===== src/rtl/ps2_line_controller_pkg.sv =====
// Shared definitions for the PS/2 command-line controller.
// Holds the default sizes, the prefix/control scan codes and the controller states.
package ps2_line_controller_pkg;

    localparam int DEF_MAX_CHARS = 32;
    localparam int DEF_LEN_W     = 6;
    localparam int DEF_ADDR_W    = 3;

    localparam logic [7:0] SC_BREAK = 8'hF0;
    localparam logic [7:0] SC_EXT   = 8'hE0;
    localparam logic [7:0] SC_ENTER = 8'h5A;
    localparam logic [7:0] SC_BKSP  = 8'h66;

    typedef enum logic [2:0] {
        ST_COLLECT,
        ST_BREAK,
        ST_EXT,
        ST_EXT_BREAK,
        ST_HOLD
    } state_e;

endpackage


===== src/rtl/ps2_line_controller_if.sv =====
// Keyboard byte stream in, finished-line handshake and read port out.
// The master is the side that feeds bytes and consumes lines.
interface ps2_line_controller_if #(
    parameter int LEN_W  = 6,
    parameter int ADDR_W = 3
);
    logic [7:0]        ps2_info;
    logic              ps2_enable;
    logic              line_valid;
    logic [LEN_W-1:0]  line_len;
    logic              line_ack;
    logic [ADDR_W-1:0] rd_addr;
    logic [31:0]       rd_data;
    logic [31:0]       recent_chars;
    logic              overflow;

    modport master (
        output ps2_info, ps2_enable, line_ack, rd_addr,
        input  line_valid, line_len, rd_data, recent_chars, overflow
    );

    modport slave (
        input  ps2_info, ps2_enable, line_ack, rd_addr,
        output line_valid, line_len, rd_data, recent_chars, overflow
    );
endinterface


===== src/rtl/ps2_line_controller_scancode_to_ascii.sv =====
// Set-2 make code to uppercase ASCII; 0x00 marks a code with no character.
module scancode_to_ascii (
    input  logic [7:0] scan_i,
    output logic [7:0] ascii_o
);
    always_comb begin
        ascii_o = 8'h00;
        case (scan_i)
            8'h1C: ascii_o = "A";  8'h32: ascii_o = "B";  8'h21: ascii_o = "C";
            8'h23: ascii_o = "D";  8'h24: ascii_o = "E";  8'h2B: ascii_o = "F";
            8'h34: ascii_o = "G";  8'h33: ascii_o = "H";  8'h43: ascii_o = "I";
            8'h3B: ascii_o = "J";  8'h42: ascii_o = "K";  8'h4B: ascii_o = "L";
            8'h3A: ascii_o = "M";  8'h31: ascii_o = "N";  8'h44: ascii_o = "O";
            8'h4D: ascii_o = "P";  8'h15: ascii_o = "Q";  8'h2D: ascii_o = "R";
            8'h1B: ascii_o = "S";  8'h2C: ascii_o = "T";  8'h3C: ascii_o = "U";
            8'h2A: ascii_o = "V";  8'h1D: ascii_o = "W";  8'h22: ascii_o = "X";
            8'h35: ascii_o = "Y";  8'h1A: ascii_o = "Z";
            8'h45: ascii_o = "0";  8'h16: ascii_o = "1";  8'h1E: ascii_o = "2";
            8'h26: ascii_o = "3";  8'h25: ascii_o = "4";  8'h2E: ascii_o = "5";
            8'h36: ascii_o = "6";  8'h3D: ascii_o = "7";  8'h3E: ascii_o = "8";
            8'h46: ascii_o = "9";  8'h29: ascii_o = " ";
            default: ascii_o = 8'h00;
        endcase
    end
endmodule


===== src/rtl/ps2_line_controller.sv =====
// Collects PS/2 make codes into an editable line and hands it over on Enter.
// state        | meaning
// ST_COLLECT   | editing the line, no prefix pending
// ST_BREAK     | F0 seen, next byte is a released key and is discarded
// ST_EXT       | E0 seen, only keypad Enter or F0 matter
// ST_EXT_BREAK | E0 F0 seen, next byte is discarded
// ST_HOLD      | line complete, waiting for line_ack
module ps2_line_controller
    import ps2_line_controller_pkg::*;
#(
    parameter int MAX_CHARS = DEF_MAX_CHARS,
    parameter int LEN_W     = DEF_LEN_W,
    parameter int ADDR_W    = DEF_ADDR_W
) (
    input  logic                  clock,
    input  logic                  reset,
    ps2_line_controller_if.slave  bus
);
    localparam int               IDX_W = ADDR_W + 2;
    localparam logic [LEN_W-1:0] FULL  = LEN_W'(MAX_CHARS);

    state_e           state_q;
    logic [LEN_W-1:0] count_q;
    logic [7:0]       buf_q [MAX_CHARS];
    logic [31:0]      recent_q;
    logic [31:0]      rd_data_q;
    logic [31:0]      rd_data_d;
    logic             overflow_q;
    logic             line_valid_q;
    logic [7:0]       ascii;
    logic             char_wr;

    scancode_to_ascii u_xlat (
        .scan_i  (bus.ps2_info),
        .ascii_o (ascii)
    );

    assign char_wr = bus.ps2_enable && (state_q == ST_COLLECT) &&
                     (ascii != 8'h00) && (count_q != FULL);

    always_ff @(posedge clock) begin
        if (char_wr)
            buf_q[count_q[IDX_W-1:0]] <= ascii;
    end

    // Bytes at or beyond the current count read as zero so stale buffer data never leaks.
    always_comb begin
        rd_data_d = '0;
        for (int k = 0; k < 4; k++) begin
            if ({1'b0, bus.rd_addr, 2'(k)} < count_q)
                rd_data_d[31-8*k -: 8] = buf_q[{bus.rd_addr, 2'(k)}];
        end
    end

    always_ff @(posedge clock) begin
        if (reset) begin
            state_q      <= ST_COLLECT;
            count_q      <= '0;
            recent_q     <= '0;
            rd_data_q    <= '0;
            overflow_q   <= 1'b0;
            line_valid_q <= 1'b0;
        end else begin
            rd_data_q <= rd_data_d;
            case (state_q)
                ST_COLLECT: if (bus.ps2_enable) begin
                    if (bus.ps2_info == SC_BREAK) begin
                        state_q <= ST_BREAK;
                    end else if (bus.ps2_info == SC_EXT) begin
                        state_q <= ST_EXT;
                    end else if (bus.ps2_info == SC_ENTER) begin
                        state_q      <= ST_HOLD;
                        line_valid_q <= 1'b1;
                    end else if (bus.ps2_info == SC_BKSP) begin
                        if (count_q != '0) begin
                            count_q  <= count_q - 1'b1;
                            recent_q <= {8'h00, recent_q[31:8]};
                        end
                    end else if (char_wr) begin
                        count_q  <= count_q + 1'b1;
                        recent_q <= {recent_q[23:0], ascii};
                    end else if (ascii != 8'h00) begin
                        overflow_q <= 1'b1;
                    end
                end
                ST_BREAK, ST_EXT_BREAK: if (bus.ps2_enable) begin
                    state_q <= ST_COLLECT;
                end
                ST_EXT: if (bus.ps2_enable) begin
                    if (bus.ps2_info == SC_BREAK) begin
                        state_q <= ST_EXT_BREAK;
                    end else if (bus.ps2_info == SC_ENTER) begin
                        state_q      <= ST_HOLD;
                        line_valid_q <= 1'b1;
                    end else begin
                        state_q <= ST_COLLECT;
                    end
                end
                ST_HOLD: if (bus.line_ack) begin
                    state_q      <= ST_COLLECT;
                    line_valid_q <= 1'b0;
                    count_q      <= '0;
                    overflow_q   <= 1'b0;
                    recent_q     <= '0;
                end
                default: state_q <= ST_COLLECT;
            endcase
        end
    end

    assign bus.line_valid   = line_valid_q;
    assign bus.line_len     = count_q;
    assign bus.rd_data      = rd_data_q;
    assign bus.recent_chars = recent_q;
    assign bus.overflow     = overflow_q;

endmodule


===== src/flat_wrapper.sv =====
// flat-port wrapper written by rule: the top's interface ports become plain ports
module ps2_line_controller_flat import ps2_line_controller_pkg::*;
#(
    parameter int MAX_CHARS = DEF_MAX_CHARS,
    parameter int LEN_W     = DEF_LEN_W,
    parameter int ADDR_W    = DEF_ADDR_W
)
  (clock, reset, bus_ps2_info, bus_ps2_enable, bus_line_ack, bus_rd_addr, bus_line_valid, bus_line_len, bus_rd_data, bus_recent_chars, bus_overflow);
  ps2_line_controller_if #(.LEN_W(LEN_W), .ADDR_W(ADDR_W)) bus_i ();
  input  logic clock;
  input  logic reset;
  input wire logic [$bits(bus_i.ps2_info)-1:0] bus_ps2_info;
  input wire logic [$bits(bus_i.ps2_enable)-1:0] bus_ps2_enable;
  input wire logic [$bits(bus_i.line_ack)-1:0] bus_line_ack;
  input wire logic [$bits(bus_i.rd_addr)-1:0] bus_rd_addr;
  output wire logic [$bits(bus_i.line_valid)-1:0] bus_line_valid;
  output wire logic [$bits(bus_i.line_len)-1:0] bus_line_len;
  output wire logic [$bits(bus_i.rd_data)-1:0] bus_rd_data;
  output wire logic [$bits(bus_i.recent_chars)-1:0] bus_recent_chars;
  output wire logic [$bits(bus_i.overflow)-1:0] bus_overflow;
  assign bus_i.ps2_info = bus_ps2_info;
  assign bus_i.ps2_enable = bus_ps2_enable;
  assign bus_i.line_ack = bus_line_ack;
  assign bus_i.rd_addr = bus_rd_addr;
  assign bus_line_valid = bus_i.line_valid;
  assign bus_line_len = bus_i.line_len;
  assign bus_rd_data = bus_i.rd_data;
  assign bus_recent_chars = bus_i.recent_chars;
  assign bus_overflow = bus_i.overflow;
  ps2_line_controller #(.MAX_CHARS(MAX_CHARS), .LEN_W(LEN_W), .ADDR_W(ADDR_W)) u_core (.clock(clock), .reset(reset), .bus(bus_i));
endmodule

===== config.mk =====
export PLATFORM = sky130hd
export DESIGN_NAME = ps2_line_controller_flat
export DESIGN_NICKNAME = d
export VERILOG_FILES = /design/src/rtl/ps2_line_controller_pkg.sv /design/src/rtl/ps2_line_controller_if.sv /design/src/rtl/ps2_line_controller_scancode_to_ascii.sv /design/src/rtl/ps2_line_controller.sv /design/src/flat_wrapper.sv
export SDC_FILE = /design/constraint.sdc
export NUM_CORES = 1
export LEC_CHECK = 0
export BUFFER_PORTS_ARGS = -buffer_cell sky130_fd_sc_hd__buf_2
export CAP_MARGIN = 30
export CORE_MARGIN = 2
export CORE_UTILIZATION = 45
export CTS_CLUSTER_SIZE = 25
export DETAILED_ROUTE_END_ITERATION = 6
export PLACE_DENSITY = 0.65
export SLEW_MARGIN = 25
export SYNTH_ARGS = -nofsm -noshare
export SYNTH_HDL_FRONTEND = slang
export SYNTH_SLANG_ARGS = --single-unit

===== constraint.sdc =====
create_clock -name clock -period 4 [get_ports clock]
set_clock_uncertainty 0.1 [all_clocks]
set_input_delay 0.4 -clock clock [delete_from_list [all_inputs] [get_ports clock]]
set_output_delay 0.4 -clock clock [all_outputs]
set_load 0.01 [all_outputs]

-- Yosys cells after proc, flatten, opt, wreduce, memory -nomap -nowiden
Memory sizes are Yosys's and may differ from the RTL's. A register that Yosys moved wholly into a read port is not among the register bits.
Index checks and enable logic that the tools add are counted.
Widths: inputs -> output; s select.
- memory bits (writable): 256
- memories kept: 2
- output and inout bits: 72
- input bits: 15
- register bits: 43
- bits in read-only memories: 896
- order comparisons: 4
- reduce and logical (&&, ||, !) cells: 17
- bitwise operators: 4
- muxes and demuxes: 47
- equal/unequal tests: 23
- $add $sub $neg: 2
- memories (memory ; depth ; width ; read ports ; clocked after memory_dff ; wr ports ; RTL line ; text):
    (no name shown) ; 128 ; 7 ; 1 ; 0 ; 0 ; ps2_line_controller_scancode_to_ascii.sv:8 ; case (scan_i)
    u_core.buf_q ; 32 ; 8 ; 4 ; 4 ; 1 ; ps2_line_controller.sv:24 ; logic [7:0] buf_q [MAX_CHARS];
- operators with widths (cell ; number):
    $mux 32 ; 8
    $pmux 32 s2 ; 1
    $mux 6 ; 8
    $mux 3 ; 9
    $lt 5x6->1 ; 4
    $ne 2x2->1 const B ; 11
    $eq 8x7->1 const B ; 2
    $eq 8x8->1 const B ; 2
    $mux 1 ; 16
    $pmux 3 s4 ; 1
    $pmux 6 s2 ; 1
    $reduce_or 2->1 ; 5
    $reduce_and 9->1 ; 1
    $mux 8 ; 1
    $reduce_and 8->1 ; 1
    $reduce_bool 8->1 ; 1
    $reduce_and 7->1 ; 1
    $add 6x1->6 const B ; 1
    $eq 3x2->1 const B ; 2
    $ne 6x6->1 const B ; 1
    $reduce_bool 6->1 ; 1
    $sub 6x1->6 const B ; 1
    $reduce_and 5->1 ; 1
    $ne 4x4->1 const B ; 1
    11 further kinds ; 16

-- Depth between registers and ports, before layout
Gate-level depths: netlist of run 1.
An unclocked memory read counts as a cell.
- depth in word-level cells: 12
- depth in mapped cells: 15

-- Modules after synthesis
Synthesis of run 1 repeated with hierarchy kept, for this count alone.
- cells, all modules: 881
- area total of the unflattened synthesis: 13793.2 µm²
- by module, submodules not included (module ; cells each ; instances ; area an instance (µm²)):
    ps2_line_controller ; 753 ; 1 ; 12898.6
    scancode_to_ascii ; 128 ; 1 ; 894.6

-- Least setup slack after synthesis of run 1
No wires, ideal clock.
- path kind: input to register
- start: input bus_ps2_info[0]
- end: memory u_core.buf_q[22][0], enable pin
- data arrival time: 3471 ps
- setup slack: 39 ps
- path buffers: 2
- setup time: 390 ps
- required time: 3510 ps
- stages: 11
- cells stage by stage: inv_1 -> ha_1 -> clkbuf_1 -> nand2_1 -> o311ai_2 -> a21oi_1 -> nand4b_1 -> or2_2 -> nand2b_2 -> buf_2 -> nor4_1
- word-level cells in the longest chain between the ends: 7
- RTL lines (what ; RTL line ; text):
    start, declared ; flat_wrapper.sv:12 ; input wire logic [$bits(bus_i.ps2_info)-1:0] bus_ps2_info;
    $mem_v2 128x7 ; - ;
    $mux 8 ; ps2_line_controller_scancode_to_ascii.sv:8 ;
    named net u_core.ascii[3] ; ps2_line_controller.sv:30 ; logic [7:0] ascii;
    $reduce_bool 8->1 ; ps2_line_controller.sv:39 ; (ascii != 8'h00) && (count_q != FULL);
    $logic_and 1x1->1 ; ps2_line_controller.sv:38 ; assign char_wr = bus.ps2_enable && (state_q == ST_COLLECT) &&
    $logic_and 1x1->1 ; ps2_line_controller.sv:39 ;
    $mux 1 ; ps2_line_controller.sv:42 ; if (char_wr)
    $mux 1 (implied by the code) ; ps2_line_controller.sv:43 ; buf_q[count_q[IDX_W-1:0]] <= ascii;
    end, declared ; ps2_line_controller.sv:24 ;
The timed path passes the listed nets, and every way through them passes these cells.

-- Worst setup path after layout of run 1
- start: input bus_ps2_info[1]
- end: memory u_core.buf_q[14][5], enable pin
The elaborated chain is that of the path after synthesis.

==> impl_metrics.py, run 1 <==
metrics = {
    "worst_setup_path": {
        "critPathMaxFanout": 21,
        "rr_endpoint": "u_core.bus.rd_data[21]",
        "worstPathArrival_ns": 3.29,
        "path_class": "input pin to flop",
        "reg2reg_depth": 5,
        "end_kind": "flop",
        "cp.required_ns": 4.14,
        "startpoint_type": "input pin",
        "r2r_start": "u_core.bus.line_len[2]",
        "r2r_slack_ns": 1.01,
    },
    "min_path": {
        "hold_start": "bus_ps2_enable",
        "whs_endpoint": "u_core.state_q[2]",
        "min_path_cells": 3,
        "hp-class": "input pin to flop",
    },
    "floorplan": {
        "chipWidth_um": 171,
        "die_area_um2": 29200,
        "pin_count": 87,
        "start_util_pct": 45.4,
        "coreArea_um2": 27600,
        "rows": 61,
        "die_h_um": 171,
    },
    "sta": {
        "fin_tns_setup_ns": 0,
        "slew_violations": 0,
        "rsz0062_at_grt": "false",
        "worstMarginPinSlew_ns": 0.927,
        "relSlewSlack_pct": 37.7,
        "fin_hold_ws_ns": 0.140,
        "period_needed_ns": 3.15,
        "setup_viol": 0,
        "fmax_ghz": 0.318,
        "period_share_pct": 78.7,
        "hold_violations": 0,
    },
    "cells_and_area": {
        "fin_area_um2": 14700,
        "areaGrowthSynthToFinish_pct": 17.0,
        "final_layout_size_suffix_gt1_share_pct": 28.2,
        "nets": 958,
        "diodes": 0,
    },
    "clocking": {
        "cts_tree": "yes",
        "clkLatencyLatePin_ns": 0.55,
        "cts_buffers": 30,
        "htreeDepth": 1,
        "cts_root_buf": "clkbuf_16",
        "cts.repair.resized": 0,
        "cts_hold_buf": 0,
        "clkSlewWorstSetupHoldPaths_ns": 0.06,
        "cts_sinks": 295,
        "cts_buffer_depth": 3,
        "cts_setup_buffers": 0,
    },
    "placed_design": {
        "io_buffer_count": 82,
        "place_hpwl_mm": 17.3,
        "gp_congestion": 0.870,
        "place_area_um2": 13600,
    },
    "power": {
        "power_density_nw_per_um2": 458,
        "leakage_nw": 5.16,
        "total_power_w": 0.00673,
        "ir_worst_vdd_uv": 322,
    },
    "synthesis": {
        "yosysTopAreaCell": "edfxtp_1",
        "yosysMostFrequentCell": "edfxtp_1",
        "synth_top_area_share_pct": 53.6,
        "yosys-top-cells-area": "edfxtp_1 (54%), dfxtp_1 (11%), mux4_2 (10%)",
        "async_flop_share_pct": 0,
        "syn_area_per_cell_um2": 15.1,
        "ys_seq_area_share_pct": 64.9,
        "synthAdderAreaFrac_pct": 1.66,
        "synth_xor_area_share_pct": 0.279,
        "synthSimpleGateAreaFrac_pct": 9.11,
        "ys_seq_elements": 295,
        "synth_edf_count": 224,
        "synth_area_um2": 12500,
        "muxShareOfSynthArea_pct": 14.5,
        "synth_warnings": 0,
        "synth_top_family_by_area": "multiplexers",
        "yosys_most_used_dff": "edfxtp_1",
        "synth_cells": 831,
        "synth-compound-area-share_pct": 6.49,
        "synth_cell_type_count": 72,
        "synthTopCellsByCount": "edfxtp_1 (224), dfxtp_1 (71), mux4_2 (57)",
    },
    "global_route": {
        "grt_pass1_wl_mm": 43.5,
        "grt_pass1_vias": 7399,
        "antenna_found_initial": 1,
        "grt_start_max_net_pins": 68,
        "overflow": 0,
        "grt_use_total_pct": 19.4,
    },
    "run": {
        "cap_violations": 0,
    },
    "route": {
        "dr.pass1.iters": 5,
        "drcViolationCount": 0,
        "antenna_left": 0,
        "wl_mm": 27.9,
        "drt-wirelength-per-cell_um": 21.0,
        "drt_iter0_markers": 554,
        "routed_via_density": 5.67,
        "vias": 7532,
    },
    "run_status": {
        "outcome": "finished clean",
    },
}
[cells in the final DEF, fill, tap and decap left out, types with 7 or more instances in the layout]
| cell | n |
|---|---|
| a21oi_1 | 33 |
| a31oi_1 | 8 |
| buf_2 | 84 |
| buf_4 | 35 |
| clkbuf_16 | 30 |
| clkinv_2 | 8 |
| dfxtp_1 | 71 |
| edfxtp_1 | 224 |
| ha_1 | 15 |
| inv_1 | 17 |
| mux2i_1 | 50 |
| mux4_2 | 57 |
| nand2_1 | 33 |
| nand3_1 | 7 |
| nand3b_1 | 33 |
| nor2_1 | 43 |
| nor2b_1 | 7 |
| nor3_1 | 7 |
| nor4_1 | 8 |
| nor4_2 | 23 |
| o21ai_0 | 15 |
| o31ai_1 | 25 |
[kinds of logic (layout without fill, tap and decap cells)]
kind of cell / after synthesis / count (layout)
xor+xnor: 4 / 4
buf+inv: 82 / 198
compound gates: 123 / 123
other cells: 1 / 4
fa+ha+maj: 16 / 16
flops: 295 / 295
mux: 110 / 110
simple gates: 200 / 200
[registers in the layout (all words and copies together) (netlist names)]
signal	count
u_core.buf_q	224
u_core.bus.line_len	6
u_core.bus.line_valid	1
u_core.bus.overflow	1
u_core.bus.rd_data	28
u_core.bus.recent_chars	32
u_core.state_q	3
[critical path, cell delays in order]
cell	delay, ns
buf_2	0.15
inv_1	0.15
ha_1	0.37
a21oi_1	0.11
a2111oi_0	0.50
a311o_2	0.21
nand4b_1	0.11
or2_2	0.13
nand2b_2	0.08
buf_12	0.18
nor4_1	0.63
buf_1	0.26
[worst max path at each step]
stage | start | endpoint | slack (ns) | cells past startpoint
detailed placement | bus_ps2_info[1] | u_core.buf_q[2][1] | 0.34 | 12
floorplan | bus_ps2_info[0] | u_core.buf_q[22][0] | 0.04 | 11
global route | bus_ps2_info[1] | u_core.buf_q[27][6] | 0.55 | 12
global placement | bus_ps2_info[1] | u_core.buf_q[31][6] | 0.07 | 11
CTS | bus_ps2_info[1] | u_core.buf_q[14][5] | 0.91 | 12
finish | bus_ps2_info[1] | u_core.buf_q[14][5] | 0.85 | 12
[power breakdown]
group          leakage [nW]  switching [W]  internal, W  total, W
logic                  2.03       0.000290     0.000174  0.000464
clock network         0.522        0.00115      0.00178   0.00293
registers              2.61      0.0000155      0.00332   0.00333
[per-layer routing]
layer	track usage (%)	part of all wire (%)	up-vias
met2	30.5	47	295
met1	28.8	45	3728
li1	-	-	3464
met3	2.85	6.7	45
met5	0	0	-
met4	4.64	1.5	0
[through the flow]
step / cells / setup WS, ns / util [%]
final: 1328 / 0.852 / 53.2
after floorplan: 834 / 0.0393 / -
after detailed placement: 1272 / 0.338 / 49.3
after global placement: 1267 / 0.0713 / 48.7
after global routing: 1328 / 0.552 / 53.2
after CTS: 1327 / 0.909 / 53.1
[final cells by class]
type | instances | area (µm²)
clock buffer | 33 | 772
multi-input combinational | 457 | 4210
tap | 378 | 473
sequential | 295 | 8150
clock inverter | 22 | 282
timing repair buffer | 124 | 734
fill | 2308 | 12900
inverter | 19 | 71.3
No activity file was read; power rests on OpenSTA's default activity.
==> inputs of run 2 (changes only) <==
Settings changed: ABC_AREA set to 1.
Clock period 4 ns to 2.65 ns, I/O delays scaled along.
==> run 2 against run 1 <==
- via count up 32%
- first-iteration DRC count rose by 80%
- sequential power up 78%
- total power is 110% higher
- sequential share of layout area decreased by 2.8 points
- utilization grew 2.2 points
- worst hold slack got worse by 0.11 ns
- combinational power grew to 9.3 times the previous value
- critical path type is now flop to flop
- largest cell class unchanged
- largest power group unchanged
- highest routed layer unchanged
==> impl_metrics.py, run 2 <==
metrics = {
    "run_status": {
        "outcome": "finished clean",
    },
    "run": {
        "cap_violations": 0,
    },
    "floorplan": {
        "rows": 61,
        "start_util_pct": 46.0,
        "die_area_um2": 29900,
        "chipWidth_um": 173,
        "pin_count": 87,
        "die_h_um": 173,
        "coreArea_um2": 27900,
    },
    "clocking": {
        "clkLatencyLatePin_ns": 0.55,
        "cts_sinks": 295,
        "cts_tree": "yes",
        "cts_setup_buffers": 0,
        "htreeDepth": 1,
        "cts_buffer_depth": 3,
        "cts_root_buf": "clkbuf_16",
        "cts_buffers": 29,
        "clkSlewWorstSetupHoldPaths_ns": 0.06,
    },
    "synthesis": {
        "syn_area_per_cell_um2": 9.79,
        "synth_cell_type_count": 37,
        "synth_area_um2": 12800,
        "synth_cells": 1312,
        "synth_edf_count": 224,
        "yosys_most_used_dff": "edfxtp_1",
        "async_flop_share_pct": 0,
        "yosysMostFrequentCell": "nor2_1",
        "synth-compound-area-share_pct": 11.3,
        "synthTopCellsByCount": "nor2_1 (282), edfxtp_1 (224), nand2_1 (180)",
        "synth_xor_area_share_pct": 0.136,
        "synth_warnings": 0,
        "synth_top_area_share_pct": 52.4,
        "synthAdderAreaFrac_pct": 1.62,
        "muxShareOfSynthArea_pct": 0,
        "ys_seq_elements": 295,
        "yosys-top-cells-area": "edfxtp_1 (52%), dfxtp_1 (11%), nor2_1 (8.2%)",
        "ys_seq_area_share_pct": 63.4,
        "synth_top_family_by_area": "simple AND/OR/NAND/NOR gates",
        "synthSimpleGateAreaFrac_pct": 17.6,
        "yosysTopAreaCell": "edfxtp_1",
    },
    "worst_setup_path": {
        "path_class": "flop to flop",
        "worstPathArrival_ns": 2.77,
        "startpoint_type": "flop",
        "end_kind": "flop",
        "reg2reg_depth": 7,
        "critPathMaxFanout": 9,
        "cp.required_ns": 3.01,
    },
    "sta": {
        "rsz0062_at_grt": "false",
        "slew_violations": 0,
        "period_share_pct": 91.0,
        "hold_violations": 0,
        "setup_ws_ns": 0.238,
        "period_needed_ns": 2.41,
        "fin_hold_ws_ns": 0.0346,
        "setup_viol": 0,
        "relSlewSlack_pct": 56.4,
        "fmax_ghz": 0.415,
        "worstMarginPinSlew_ns": 0.653,
        "fin_tns_setup_ns": 0,
    },
    "route": {
        "drt_iter0_markers": 997,
        "wl_mm": 32.5,
        "antenna_left": 0,
        "drcViolationCount": 0,
        "vias": 9946,
        "drt-wirelength-per-cell_um": 17.4,
        "dr.pass1.iters": 5,
        "routed_via_density": 5.32,
    },
    "cells_and_area": {
        "seq_area_um2": 8150,
        "final_common_cell": "nor2_1",
        "fin_area_um2": 15500,
        "diodes": 0,
        "fill_cells": 2473,
        "nets": 1500,
        "largest_register_ffs": 224,
        "multi_input_area_um2": 4060,
        "final_cell_mix": "nor2_1 (252), edfxtp_1 (224), nand2_1 (177)",
        "final_layout_size_suffix_gt1_share_pct": 19.8,
        "areaGrowthSynthToFinish_pct": 20.5,
    },
    "placed_design": {
        "gp_congestion": 0.898,
        "dp_slack_ns": -0.235,
        "io_buffer_count": 82,
        "place_hpwl_mm": 21.0,
        "place_area_um2": 14500,
    },
    "global_route": {
        "antenna_found_initial": 0,
        "overflow": 0,
        "grt_start_max_net_pins": 113,
        "grt_pass1_vias": 9341,
        "grt_pass1_wl_mm": 51.5,
        "grt_use_total_pct": 21.5,
    },
    "power": {
        "power_density_nw_per_um2": 933,
        "ir_worst_vdd_uv": 828,
        "leakage_nw": 6.26,
        "total_power_w": 0.0144,
    },
    "min_path": {
        "min_path_cells": 3,
        "hp-class": "input pin to flop",
    },
}
==> run 2: logic make-up after synthesis <==
family	Yosys count
AO/OA/AOI/OAI	262
XOR/XNOR	2
adder cells (fa/ha/maj)	16
buffers and inverters	188
flip-flops	295
other	1
AND/OR/NAND/NOR	548
==> run 2: layout make-up <==
type                    instances  area share (%)
clock buffers                  44            5.50
clock inverters                10           0.873
inverters                     117            2.84
multi-input cells             832            26.2
flip-flops and latches        295            52.6
well taps                     378            3.06
repair buffers                194            8.86
==> run 2: power breakdown <==
part           leakage, nW  total [W]  internal (W)  switching (W)
combinational         3.13    0.00431       0.00159        0.00271
clock                0.486    0.00420       0.00251        0.00169
sequential            2.64    0.00593       0.00554       0.000383
total                 6.26     0.0144       0.00965        0.00479
==> run 2: worst max-delay path, stage by stage (launching register included) <==
cell and delay, ns:
dfxtp_1 0.53, inv_1 0.13, ha_1 0.22, a21oi_1 0.20, o21ai_0 0.20, nor2_1 0.48, o21ai_0 0.25, a31oi_1 0.23
==> run 2: through the flow <==
step / cells / util, %
2_1_floorplan: 1315 / -
3_3_place_gp: 1814 / 51.8
3_5_place_dp: 1814 / 51.8
4_1_cts: 1870 / 55.4
5_1_grt: 1870 / 55.4
6_report: 1870 / 55.4
==> run 2: final timing paths <==
| kind | startpoint | end | slack [ns] |
|---|---|---|---|
| setup / recovery | u_core.bus.line_len[4] | u_core.bus.rd_data[9] | 0.24 |
| hold / removal | bus_rd_addr[2] | u_core.bus.rd_data[13] | 0.03 |
| setup reg to reg | u_core.bus.line_len[4] | u_core.bus.rd_data[9] | 0.24 |
| hold reg to reg | u_core.bus.overflow | u_core.bus.overflow | 0.36 |
==> run 2: what timing repair did <==
| item | in CTS | in global routing |
|---|---|---|
| hold endpoints to repair | 1 | 0 |
| endpoints found under the setup margin | 0 | 8 |
| hold buffers | 2 | 0 |
| resized for setup | 0 | 3 |
==> run 2: per-layer routing <==
metal	GRT usage, %	wire length, µm	up-vias
li1	-	-	4810
met1	30.9	14300	4663
met2	34.4	15100	416
met3	3.25	2320	57
met4	5.44	772	0
met5	0	0	-
==> inputs of run 3 (changes only) <==
Settings changed: CORE_UTILIZATION 45 to 50, PLACE_DENSITY 0.65 to 0.71.
==> run 3 against run 2 <==
- combinational power barely moved
- non-clock buffer count is 1 higher
- via count is 0.45% higher
- setup slack worse by 0.096 ns
- first-iteration DRC count is 7.8% lower
- register-to-register slack worse by 0.096 ns
- critical path type unchanged
- largest power group unchanged
- highest routed layer unchanged
==> impl_metrics.py, run 3 (same netlist as run 2, synthesis figures left out) <==
metrics = {
    "run_status": {
        "outcome": "finished clean",
    },
    "run": {
        "cap_violations": 0,
    },
    "global_route": {
        "overflow": 0,
        "grt_use_total_pct": 23.7,
        "antenna_found_initial": 0,
        "grt_start_max_net_pins": 83,
        "grt_pass1_vias": 9297,
        "grt_pass1_wl_mm": 50.1,
    },
    "clocking": {
        "clkLatencyLatePin_ns": 0.56,
        "cts_buffers": 30,
        "clkSlewWorstSetupHoldPaths_ns": 0.06,
        "cts_sinks": 295,
        "htreeDepth": 1,
        "cts_root_buf": "clkbuf_16",
        "cts_buffer_depth": 3,
        "cts_setup_buffers": 0,
        "cts_tree": "yes",
    },
    "route": {
        "wl_mm": 31.9,
        "drcViolationCount": 0,
        "vias": 9991,
        "antenna_left": 0,
        "routed_via_density": 5.47,
        "dr.pass1.iters": 7,
        "drt_iter0_markers": 919,
        "drt-wirelength-per-cell_um": 17.5,
    },
    "power": {
        "ir_worst_vdd_uv": 776,
        "leakage_nw": 6.23,
        "power_density_nw_per_um2": 930,
    },
    "worst_setup_path": {
        "startpoint_type": "flop",
        "r2r_slack_ns": 0.14,
        "r2r_start": "u_core.state_q[0]",
        "critPathMaxFanout": 5,
        "cp_cell_sequence": "nor2_1 -> inv_2 -> nor2_1 -> buf_4 -> inv_1 -> nor3_1 -> nand2_1 -> inv_1 -> nor2_1 -> o21ai_0 -> a21oi_1 -> dlygate4sd3_1",
        "path_common_cell": "nor2_1",
        "reg2reg_depth": 12,
        "path_class": "flop to flop",
        "worstPathArrival_ns": 2.84,
        "rr_endpoint": "u_core.state_q[2]",
        "slowest_stage": "dlygate4sd3_1",
        "end_kind": "flop",
        "crit_start": "u_core.state_q[0]",
        "cp.required_ns": 2.99,
        "slowest_delay_ns": 0.56,
        "crit_end": "u_core.state_q[2]",
    },
    "sta": {
        "setup_viol": 0,
        "fmax_ghz": 0.399,
        "worstMarginPinSlew_ns": 0.732,
        "relSlewSlack_pct": 51.1,
        "rsz0062_at_grt": "false",
        "hold_violations": 0,
        "fin_tns_setup_ns": 0,
        "slew_violations": 0,
        "setup_ws_ns": 0.143,
        "period_needed_ns": 2.51,
        "period_share_pct": 94.6,
    },
    "floorplan": {
        "chipWidth_um": 164,
        "die_h_um": 164,
        "coreArea_um2": 25200,
        "rows": 58,
        "die_area_um2": 27000,
        "start_util_pct": 51.0,
        "pin_count": 87,
    },
    "cells_and_area": {
        "areaGrowthSynthToFinish_pct": 19.6,
        "fin_area_um2": 15400,
        "final_common_cell": "nor2_1",
        "nets": 1502,
        "largest_register_ffs": 224,
        "final_cell_mix": "nor2_1 (253), edfxtp_1 (224), nand2_1 (178)",
        "final_layout_size_suffix_gt1_share_pct": 19.3,
        "diodes": 0,
    },
    "placed_design": {
        "place_area_um2": 14400,
        "gp_congestion": 0.948,
        "place_hpwl_mm": 20.5,
        "dp_slack_ns": -0.264,
        "io_buffer_count": 82,
    },
    "min_path": {
        "hp-class": "input pin to flop",
    },
}
run 3: report_power, final:
group | total (W) | switching [W] | leakage (nW) | internal [W]
clock network | 0.00406 | 0.00169 | 0.460 | 0.00237
logic | 0.00432 | 0.00273 | 3.13 | 0.00159
registers | 0.00590 | 0.000359 | 2.64 | 0.00555
run 3: area by class of cell:
cell class,count,area (µm²)
fillers,2021,9820
flip-flops and latches,295,8150
multi-input cells,832,4060
repair buffers,195,1340
clock buffers,50,886
inverters,117,439
well taps,330,413
clock inverters,6,71.3
run 3: per-layer routing:
metal	routed length, µm	share of wire [%]	up-vias	global-route usage, %
met1	13500	42	4642	34.0
li1	-	-	4807	-
met5	0	0	-	0
met4	829	2.6	0	6.18
met3	2640	8.3	67	3.71
met2	14900	47	475	37.7
run 3: stage by stage:
step / cells / utilization, % / power (W) / hold slack [ns]
4_1_cts: 1825 / 61.0 / 0.0143 / 0.0979
6_report: 1825 / 61.0 / 0.0143 / 0.104
3_3_place_gp: 1766 / 57.0 / 0.0102 / 0.347
5_1_grt: 1825 / 61.0 / 0.0151 / 0.147
2_1_floorplan: 1315 / - / 0.00868 / 0.234
3_5_place_dp: 1766 / 57.1 / 0.0103 / 0.341
run 3: critical path, delay by kind of cell (launching register included):
family	cells	cell delay, ns
flops	1	0.32
compound gates	2	0.20
buf+inv	5	0.96
simple gates	5	0.80
run 3: how the worst min path moves through the flow:
stage               cells past startpoint                  end  slack [ns]                 from
floorplan                               1    u_core.state_q[2]        0.23                reset
global placement                        2  u_core.bus.overflow        0.35  u_core.bus.overflow
detailed placement                      2  u_core.bus.overflow        0.34  u_core.bus.overflow
CTS                                     5    u_core.state_q[1]         0.1      bus_ps2_info[7]
global route                            5    u_core.state_q[1]        0.15      bus_ps2_info[7]
finish                                  5    u_core.state_q[1]        0.10      bus_ps2_info[7]
run 3: repair_timing:
action	CTS	global route
resized for setup	0	1
endpoints found under the setup margin	0	1
hold buffers	3	0
endpoints found under the hold margin	5	0
